## config.mk

```make
export PLATFORM = sky130hd
export DESIGN_NAME = spi_count_sequencer
export DESIGN_NICKNAME = d
export VERILOG_FILES = /design/src/rtl/spi_pkg.sv /design/src/rtl/spi_count_sequencer_tick_gen.sv /design/src/rtl/spi_count_sequencer.sv
export SDC_FILE = /design/constraint.sdc
export NUM_CORES = 1
export LEC_CHECK = 0
export BUFFER_PORTS_ARGS = -buffer_cell sky130_fd_sc_hd__buf_2
export CAP_MARGIN = 10
export CORE_MARGIN = 4
export CORE_UTILIZATION = 50
export DETAILED_ROUTE_END_ITERATION = 8
export PLACE_DENSITY = 0.7
export REMOVE_ABC_BUFFERS = 1
export SLEW_MARGIN = 20
export SYNTH_ARGS = -nofsm -noshare
export SYNTH_HDL_FRONTEND = slang
export SYNTH_SLANG_ARGS = --single-unit
```

## constraint.sdc

```tcl
create_clock -name clk -period 6.4 [get_ports clk]
set_input_delay 0.32 -clock clk [delete_from_list [all_inputs] [get_ports clk]]
set_output_delay 0.32 -clock clk [all_outputs]
set_load 0.01 [all_outputs]
```

## src/rtl/spi_pkg.sv

```systemverilog
`default_nettype none
// ============================================================================
//  Module      : spi_pkg
//  Description : Shared types and constants for the SPI count sequencer:
//                frame-state encoding, byte and count widths, and helpers
//                that split a count value into its two transmitted bytes.
//  Revision    : 1.0 - initial release
// ============================================================================
package spi_pkg;

  localparam int BYTE_W = 8;
  localparam int CNT_W  = 14;

  // Frame sequencing states; SS_n is low in every state except IDLE.
  typedef enum logic [2:0] {
    IDLE     = 3'd0,
    CS_SETUP = 3'd1,
    SEND_HI  = 3'd2,
    WAIT_HI  = 3'd3,
    SEND_LO  = 3'd4,
    WAIT_LO  = 3'd5,
    CS_HOLD  = 3'd6
  } frame_state_e;

  // Upper byte of a count, zero-padded above the count width.
  function automatic logic [BYTE_W-1:0] hi_byte(input logic [CNT_W-1:0] v);
    return {{(2*BYTE_W-CNT_W){1'b0}}, v[CNT_W-1:BYTE_W]};
  endfunction

  // Lower byte of a count.
  function automatic logic [BYTE_W-1:0] lo_byte(input logic [CNT_W-1:0] v);
    return v[BYTE_W-1:0];
  endfunction

endpackage
`default_nettype wire

```

## src/rtl/spi_count_sequencer_tick_gen.sv

```systemverilog
`default_nettype none
// ============================================================================
//  Module      : tick_gen
//  Description : Free-running prescaler. Counts enabled clock cycles and
//                emits a one-cycle tick on the cycle the counter wraps from
//                TICK_CYCLES-1 back to 0. Holds its value while disabled;
//                a clear zeroes it and suppresses a coincident tick.
//  Revision    : 1.0 - initial release
// ============================================================================
module tick_gen #(
  parameter int TICK_CYCLES = 10_000_000
) (
  input  logic clk,
  input  logic rst_n,
  input  logic en,
  input  logic clr,
  output logic tick
);

  localparam int             CW   = (TICK_CYCLES > 1) ? $clog2(TICK_CYCLES) : 1;
  localparam logic [CW-1:0]  LAST = CW'(TICK_CYCLES - 1);
  localparam logic [CW-1:0]  ONE  = CW'(1);

  logic [CW-1:0] cnt_q;
  logic [CW-1:0] cnt_d;
  logic          at_last;

  assign at_last = (cnt_q == LAST);

  // Tick fires on the enabled wrap cycle; a clear in the same cycle wins.
  assign tick = en & at_last & ~clr;

  // Next counter value: clear, advance-with-wrap while enabled, else hold.
  always_comb begin
    cnt_d = cnt_q;
    if (clr) begin
      cnt_d = '0;
    end else if (en) begin
      cnt_d = at_last ? '0 : cnt_q + ONE;
    end
  end

  // Counter register.
  always_ff @(posedge clk or negedge rst_n) begin
    if (!rst_n) begin
      cnt_q <= '0;
    end else begin
      cnt_q <= cnt_d;
    end
  end

endmodule
`default_nettype wire

```

## src/rtl/spi_count_sequencer.sv

```systemverilog
`default_nettype none
// ============================================================================
//  Module      : spi_count_sequencer
//  Description : Run/stop decimal-style up-counter that publishes every new
//                value over SPI as a two-byte frame (high byte first) framed
//                by an active-low slave select. Count changes seen while a
//                frame is in flight collapse into a single follow-up frame
//                carrying the most recent value.
//  Revision    : 1.0 - initial release
// ============================================================================
module spi_count_sequencer
  import spi_pkg::*;
#(
  parameter int TICK_CYCLES = 10_000_000,
  parameter int CNT_MAX     = 9999
) (
  input  logic              clk,
  input  logic              rst_n,
  input  logic              btn_runstop,
  input  logic              btn_clear,
  input  logic              spi_ready,
  input  logic              spi_done,
  output logic              spi_start,
  output logic [BYTE_W-1:0] spi_tx_data,
  output logic              SS_n,
  output logic              running,
  output logic [CNT_W-1:0]  count
);

  localparam logic [CNT_W-1:0] CNT_LAST = CNT_W'(CNT_MAX);
  localparam logic [CNT_W-1:0] CNT_ONE  = CNT_W'(1);

  // Run state and clear edge detection.
  logic              running_q,  running_d;
  logic              clr_prev_q, clr_prev_d;
  logic              clr_pulse;

  // Count datapath and change tracking.
  logic [CNT_W-1:0]  count_q,    count_d;
  logic              pending_q,  pending_d;
  logic              cnt_change;
  logic              tick;

  // Frame sequencer.
  frame_state_e      state_q,    state_d;
  logic [CNT_W-1:0]  snap_q,     snap_d;
  logic [BYTE_W-1:0] tx_q,       tx_d;
  logic              ss_n_q,     ss_n_d;
  logic              frame_take;

  // A clear request is the rising edge of the debounced button level.
  assign clr_pulse = btn_clear & ~clr_prev_q;

  tick_gen #(
    .TICK_CYCLES (TICK_CYCLES)
  ) u_tick_gen (
    .clk   (clk),
    .rst_n (rst_n),
    .en    (running_q),
    .clr   (clr_pulse),
    .tick  (tick)
  );

  // Count update: clear beats increment; every update (even clear at 0)
  // marks the value as needing publication.
  always_comb begin
    running_d  = btn_runstop;
    clr_prev_d = btn_clear;
    count_d    = count_q;
    cnt_change = 1'b0;
    if (clr_pulse) begin
      count_d    = '0;
      cnt_change = 1'b1;
    end else if (tick) begin
      count_d    = (count_q == CNT_LAST) ? '0 : count_q + CNT_ONE;
      cnt_change = 1'b1;
    end
    // A change in the same cycle the sequencer takes a snapshot must stay
    // pending, since the snapshot holds the pre-change value.
    pending_d = (pending_q & ~frame_take) | cnt_change;
  end

  // Frame sequencer next-state and outputs.
  always_comb begin
    state_d    = state_q;
    snap_d     = snap_q;
    tx_d       = tx_q;
    frame_take = 1'b0;
    spi_start  = 1'b0;
    case (state_q)
      IDLE: begin
        if (pending_q) begin
          state_d    = CS_SETUP;
          snap_d     = count_q;
          frame_take = 1'b1;
        end
      end
      CS_SETUP: begin
        state_d = SEND_HI;
        tx_d    = hi_byte(snap_q);
      end
      SEND_HI: begin
        if (spi_ready) begin
          spi_start = 1'b1;
          state_d   = WAIT_HI;
        end
      end
      WAIT_HI: begin
        if (spi_done) begin
          state_d = SEND_LO;
          tx_d    = lo_byte(snap_q);
        end
      end
      SEND_LO: begin
        if (spi_ready) begin
          spi_start = 1'b1;
          state_d   = WAIT_LO;
        end
      end
      WAIT_LO: begin
        if (spi_done) begin
          state_d = CS_HOLD;
        end
      end
      CS_HOLD: begin
        state_d = IDLE;
      end
      default: begin
        state_d = IDLE;
      end
    endcase
    // Slave select is deasserted only while idle; registering it from the
    // next state keeps it glitch-free and aligned with the state register.
    ss_n_d = (state_d == IDLE);
  end

  // State registers.
  always_ff @(posedge clk or negedge rst_n) begin
    if (!rst_n) begin
      running_q  <= 1'b0;
      clr_prev_q <= 1'b0;
      count_q    <= '0;
      pending_q  <= 1'b0;
      state_q    <= IDLE;
      snap_q     <= '0;
      tx_q       <= '0;
      ss_n_q     <= 1'b1;
    end else begin
      running_q  <= running_d;
      clr_prev_q <= clr_prev_d;
      count_q    <= count_d;
      pending_q  <= pending_d;
      state_q    <= state_d;
      snap_q     <= snap_d;
      tx_q       <= tx_d;
      ss_n_q     <= ss_n_d;
    end
  end

  assign running     = running_q;
  assign count       = count_q;
  assign SS_n        = ss_n_q;
  assign spi_tx_data = tx_q;

endmodule
`default_nettype wire

```

==> summary.md, run 1 <==
| Metric | Value |
|---|---|
| Max VDD drop | `about 280 uV` |
| Core region area | `6310 sq um` |
| Clock Tree Buf Depth | `2` |
| Worst reg2reg path depth | `5` |
| # port buffers | `30` |
| Post-DR wirelength/cell | `around 16 microns` |
| Via count | `about 2500` |
| Area Overhead vs Synth | `11.9%` |
| GRT Util Overall | `0.195` |
| CP max FO | `12` |
| Final worst slack | `roughly 3.7 ns` |
| Syn avg cell area | `10.1 sq um` |
| Io pins | `31` |
| Number of core rows | `29` |
| Later-pin clock latency in the skew report | `about 0.35 ns` |
| Seq/Total Area, Yosys | `0.517` |
| Final Core Density | `0.576` |
| Initial drt markers | `approximately 150` |
| Vias per cell | `just under 6` |
| CTS sink cnt | `67` |
| #FFs+latches synth | `67` |
| Vias in the first global route | `2449` |
| Max Cap Viol | `0` |
| Most frequent cells in the layout | `66 x dfrtp_1, 32 x nor2_1, 30 x buf_2` |
| Fillers | `between 500 and 600` |
| Cell count after synthesis | `approximately 320` |
| Nets | `358` |
| Multi-input combinational cell area | `between 1000 and 1500 sq um` |
| WP data required | `6.64 ns` |
| CTS buffer count | `9` |
| Largest net degree at the start of global routing | `between 60 and 70` |
| Ranking of synthesized cells by area | `dfrtp_1 51%, mux2_2 4.9%, xor2_1 3.8%, nor2_1 3.7%, nand4_1 2.9%` |
| Die area | `about 8000 sq um` |
| Post-DP HPWL | `approximately 4600 microns` |
| Fmax | `~370 MHz` |
| Crit Path Category | `reg2reg` |
| RSZ-0062 raised after global routing | `no` |
| Initial Util | `0.514` |
| Antenna cell count | `0` |
| Worst EP arrival | `2.95 ns` |
| Nature of the critical path endpoint | `flop` |
| Main synth FF type | `dfrtp_1` |
| Slew Limit Fails | `0` |
| Number of flops mapped to enable cells by yosys | `0` |
| # resized after CTS | `0` |
| Status | `completed` |
| Final Hold Fails | `0` |
| Horiz. Die Dim | `88.6 microns` |
| Hold Crit Depth | `1` |
| Setup TNS | `0 ns` |
| Root buffer cell | `clkbuf_8` |
| Post-synth top area share | `0.508` |
| Antenna violations before repair | `0` |
| Yosys warnings | `0` |
| Pwr dens | `about 300 nW/um^2` |
| Final min period | `roughly 2.7 ns` |
| Gpl congestion | `0.806` |
| Leak | `approximately 1.7 nW` |
| Setup crit start kind | `flop` |
| Drt total wl | `just under 7000 microns` |
| Post-CTS Setup Bufs | `0` |
| Most area-hungry cell type in the Yosys netlist | `dfrtp_1` |
| First-pass GRT wire length | `between 10000 and 15000 microns` |
| CTS tree | `yes` |
| Final Cycle Share | `0.424` |
| Relative slew margins | `0.323` |
| Share of post-route cells with drive strength above 1 | `0.203` |
| H-tree levels | `3` |
| GRT overflow | `0` |
| Register Area | `between 1500 and 2000 sq um` |
| Distinct cells, synth | `47` |
| Final setup skew | `between 0.01 and 0.015 ns` |
| DRT Pass-1 Iters | `4` |
| Least-Margin Pin Slew | `1.00 ns` |
| Post-placement worst setup slack | `between 3 and 4 ns` |
| Setup-failing EPs final | `0` |
| Asr flop ratio synth | `1.00` |
| Hold Crit Class | `in2reg` |
| Clk slew on worst S/H paths | `approximately 0.080 ns` |
| Commonest non-fill, non-tap cell in the layout | `dfrtp_1` |
| Number of remaining DRC errors | `0` |
| Cts hold-fix bufs | `0` |
| Synth Cell Area | `3250 sq um` |
| DIE HEIGHT | `about 90 microns` |
| Post-route ant nets | `0` |
flip-flops by register name, summed over array words and instances, names as in the netlist:
register	flops
clr_prev_q	1
count	14
pending_q	1
running	1
state_q	3
spi_tx_data	8
SS_n	1
snap_q	14
u_tick_gen.cnt_q	24
synthesized netlist by cell type, types with 2 or more instances:
| cell type | instances |
|---|---|
| or3_2 | 2 |
| nand4_1 | 15 |
| or3_1 | 2 |
| nand2b_1 | 3 |
| buf_2 | 2 |
| xnor2_1 | 8 |
| a21oi_1 | 12 |
| xor2_1 | 14 |
| dfrtp_1 | 66 |
| buf_6 | 2 |
| nor3_1 | 5 |
| o31ai_1 | 10 |
| a41oi_1 | 2 |
| o21ai_0 | 17 |
| a31oi_1 | 4 |
| and3_1 | 7 |
| nand3_1 | 17 |
| clkbuf_1 | 8 |
| nor2_1 | 32 |
| nand2_1 | 24 |
| mux2_2 | 14 |
| o211ai_1 | 3 |
| ha_1 | 2 |
| nor2b_1 | 4 |
| or4_4 | 2 |
| inv_1 | 11 |
| o22ai_1 | 13 |
layout make-up:
cell class	instances	area share
Clock buffer	11	0.0389
Clock inverter	5	0.0169
Sequential cell	67	0.462
Tap cell	77	0.0265
Inverter	11	0.0114
Timing Repair Buffer	31	0.0434
Multi-Input combinational cell	230	0.401
critical path, cell delays in order, from the launching register on:
cell     delay (ns)
dfrtp_1        0.41
or4_4          0.54
or4_1          0.42
or4_4          0.57
or2_4          0.33
o41ai_1        0.33
cell families (layout without fill, tap and decap cells):
group,count (synthesis),count (layout),synth area share
flops,67,67,0.517
xor+xnor,22,22,0.0593
compound gates,66,66,0.130
mux,14,14,0.0485
buf+inv,24,58,0.0343
fa+ha+maj,2,2,0.00770
simple gates,126,126,0.204
report_power, final:
part           leakage (nW)  total, mW  internal, mW  switching (mW)
combinational         0.669      0.223        0.0955           0.127
clock                0.0922      0.359         0.192           0.167
sequential            0.907      0.515         0.470          0.0456
total                  1.67       1.10         0.757           0.340
routing by layer:
metal	track usage	vias up	wire length, microns
li1	-	1222	-
met1	0.241	1214	3110
met2	0.325	40	3360
met3	0.0540	13	260
met4	0.0769	0	101
met5	0	-	0
worst paths after layout:
| path | start | endpoint | slack (ns) |
|---|---|---|---|
| min in group asynchronous | rst_n | snap_q[7] | 0.14 |
| worst max-delay path | u_tick_gen.cnt_q[16] | count[5] | 3.69 |
| max in group asynchronous | rst_n | u_tick_gen.cnt_q[17] | 5.72 |
| worst min-delay path | btn_runstop | running | 0.08 |
| worst min register to register | snap_q[9] | snap_q[9] | 0.52 |
| worst max register to register | u_tick_gen.cnt_q[16] | count[5] | 3.69 |
stage by stage:
| step | hold WS [ns] | std cells | total power [mW] | cell area, sq um |
|---|---|---|---|---|
| finish | 0.0789 | 432 | 1.10 | 3630 |
| global route | 0.0602 | 432 | 1.16 | 3630 |
| CTS | 0.0588 | 432 | 1.11 | 3630 |
| detailed placement | 0.431 | 416 | 0.747 | 3430 |
| global placement | 0.428 | 416 | 0.740 | 3430 |
| floorplan | 0.0244 | 308 | 0.668 | 3180 |
Note: power is estimated with default switching activity, not from simulation.
==> run 2: changes to the inputs <==
Settings changed: PLACE_DENSITY 0.7 to 0.73.
Clock period 6.4 ns to 2.4 ns, I/O delays scaled along.
==> run 2 against run 1 <==
Compared with the run above: the flow now finishes with violations (setup timing); first-iteration DRC count up 2.0%; via count up 10%; non-clock buffer count is 34 higher; critical path type unchanged.
==> summary.md, run 2 (synthesis gave the netlist of run 1 again) <==
| Metric | Value |
|---|---|
| Register Area | `approximately 1700 sq um` |
| Number of core rows | `29` |
| GRT overflow | `0` |
| Worst EP arrival | `2.73 ns` |
| PnR Total Power | `approximately 3 mW` |
| Post-route ant nets | `0` |
| CTS sink cnt | `between 60 and 70` |
| Hold Crit Class | `in2reg` |
| Clock share of power | `0.336` |
| Slew Limit Fails | `0` |
| Via count | `approximately 2700` |
| Drt total wl | `7550 microns` |
| Nature of the critical path endpoint | `flop` |
| Area Overhead vs Synth | `23.1%` |
| Max reg flops | `24` |
| Status | `finished, violations left` |
| Most frequent cells in the layout | `66 x dfrtp_1, 32 x nor2_1, 30 x buf_2, 30 x buf_4, 23 x nand2_1` |
| Fillers | `520` |
| Antenna cell count | `0` |
| Vias in the first global route | `between 2000 and 3000` |
| Final worst slack | `-0.0878 ns` |
| Hold_ws | `around 0.16 ns` |
| Post-DP HPWL | `a little over 5000 microns` |
| CTS tree | `yes` |
| Initial Util | `0.514` |
| Met2 WL | `just under 4000 microns` |
| Commonest non-fill, non-tap cell in the layout | `dfrtp_1` |
| Final Hold Fails | `0` |
| Number of remaining DRC errors | `0` |
| Max VDD drop | `~580 uV` |
| Setup-failing EPs final | `26` |
| Sw frac | `0.300` |
| Clk slew on worst S/H paths | `~0.070 ns` |
| # port buffers | `30` |
| Initial drt markers | `roughly 160` |
| Failing checks | `setup timing` |
| Final min period | `roughly 2.5 ns` |
| Fmax | `402 MHz` |
| Final setup skew | `between 0.009 and 0.01 ns` |
| Setup crit start kind | `flop` |
| Gpl congestion | `roughly 0.87` |
| Leak | `1.89 nW` |
| Vias per cell | `5.86` |
| Internal | `~2.1 mW` |
| Logic pwr share | `0.227` |
| Least-Margin Pin Slew | `around 0.68 ns` |
| RSZ-0062 raised after global routing | `yes` |
| Antenna violations before repair | `0` |
| Multi-input combinational cell area | `around 1500 sq um` |
| Max Cap Viol | `0` |
| Core region area | `about 6300 sq um` |
| Io pins | `31` |
| Crit Path Category | `reg2reg` |
| Root buffer cell | `clkbuf_8` |
| DRT Pass-1 Iters | `4` |
| Final Cycle Share | `1.04` |
| H-tree levels | `3` |
| WL met3 | `between 300 and 400 microns` |
| Clock Tree Buf Depth | `2` |
| M1 WL | `approximately 3200 microns` |
| Later-pin clock latency in the skew report | `between 0.3 and 0.4 ns` |
| Share of post-route cells with drive strength above 1 | `0.290` |
| Register share of total power | `0.436` |
| GRT Util Overall | `0.212` |
| Largest net degree at the start of global routing | `28` |
| Biggest register | `u_tick_gen.cnt_q` |
| Pwr dens | `between 700 and 800 nW/um^2` |
| DIE HEIGHT | `about 89 microns` |
| Die area | `about 7800 sq um` |
| Post-DR wirelength/cell | `16.2 microns` |
| First-pass GRT wire length | `12700 microns` |
| Nets | `around 390` |
| Top sig layer | `met4` |
| Relative slew margins | `0.549` |
| CP max FO | `6` |
| CTS buffer count | `9` |
| Horiz. Die Dim | `88.6 microns` |
| WP data required | `roughly 2.6 ns` |
| Sw Pwr | `approximately 0.9 mW` |
[run 2: cell count changes in the layout (fill, tap and decap cells not counted), moves of 2 or more]
cell           delta
dlygate4sd3_1     +3
buf_4            +29
o31ai_2           +6
clkinv_2          +2
o31ai_1           -6
o21ai_0           -2
clkinvlp_4        -3
o21ai_1           +2
[run 2: layout make-up]
cell class | count | share of cell area
clock inverter | 6 | 0.0219
sequential | 67 | 0.420
clock buffer | 10 | 0.0319
tap | 77 | 0.0241
timing repair buffer | 65 | 0.113
inverter | 11 | 0.0103
multi-input combinational | 231 | 0.379
[run 2: metal layers]
layer  up-vias  global-route usage
met4         0              0.0810
met1      1355               0.250
met3        14              0.0652
met5         -                   0
met2        70               0.364
li1       1299                   -
[run 2: final timing paths]
check                                      from                   to  slack (ns)  depth (start not counted)
max in group asynchronous                 rst_n  u_tick_gen.cnt_q[8]        1.38                          3
min in group asynchronous                 rst_n            snap_q[5]        0.30                          2
setup reg to reg           u_tick_gen.cnt_q[11]             count[5]       -0.09                          5
hold / removal                        spi_ready           state_q[0]        0.16                          4
setup / recovery           u_tick_gen.cnt_q[11]             count[5]       -0.09                          5
hold reg to reg                       snap_q[7]            snap_q[7]        0.51                          1
[run 2: stage by stage]
step | utilization | instances | TNS (ns) | cell area [sq um] | setup WS [ns]
5_1_grt | 0.633 | 467 | -2.46 | 4000 | -0.140
3_3_place_gp | 0.579 | 444 | -1.25 | 3650 | -0.172
2_1_floorplan | - | 308 | -0.827 | 3180 | -0.168
3_5_place_dp | 0.579 | 444 | -2.12 | 3650 | -0.268
4_1_cts | 0.625 | 466 | -1.02 | 3950 | -0.0858
6_report | 0.633 | 467 | -0.764 | 4000 | -0.0878
[run 2: critical path: stages (launching register included)]
cell	delay (ns)
dfrtp_1	0.38
or4_4	0.53
or4_4	0.42
or4_4	0.54
or2_4	0.30
o41ai_2	0.22
[run 2: power by group through the flow]
stage | registers (mW) | logic (mW) | clock network (mW)
finish | 1.34 | 0.696 | 1.03
global route | 1.35 | 0.785 | 1.10
CTS | 1.34 | 0.694 | 1.06
detailed placement | 1.36 | 0.688 | 0
global placement | 1.35 | 0.667 | 0
floorplan | 1.40 | 0.378 | 0
[run 2: what timing repair did]
action | in CTS | in global routing
setup endpoints to repair | 28 | 28
pin swaps | 9 | 2
gates cloned | 1 | 1
resized for setup | 6 | 7
hold endpoints to repair | 26 | 0
hold buffers | 3 | 0
setup buffers | 2 | 0
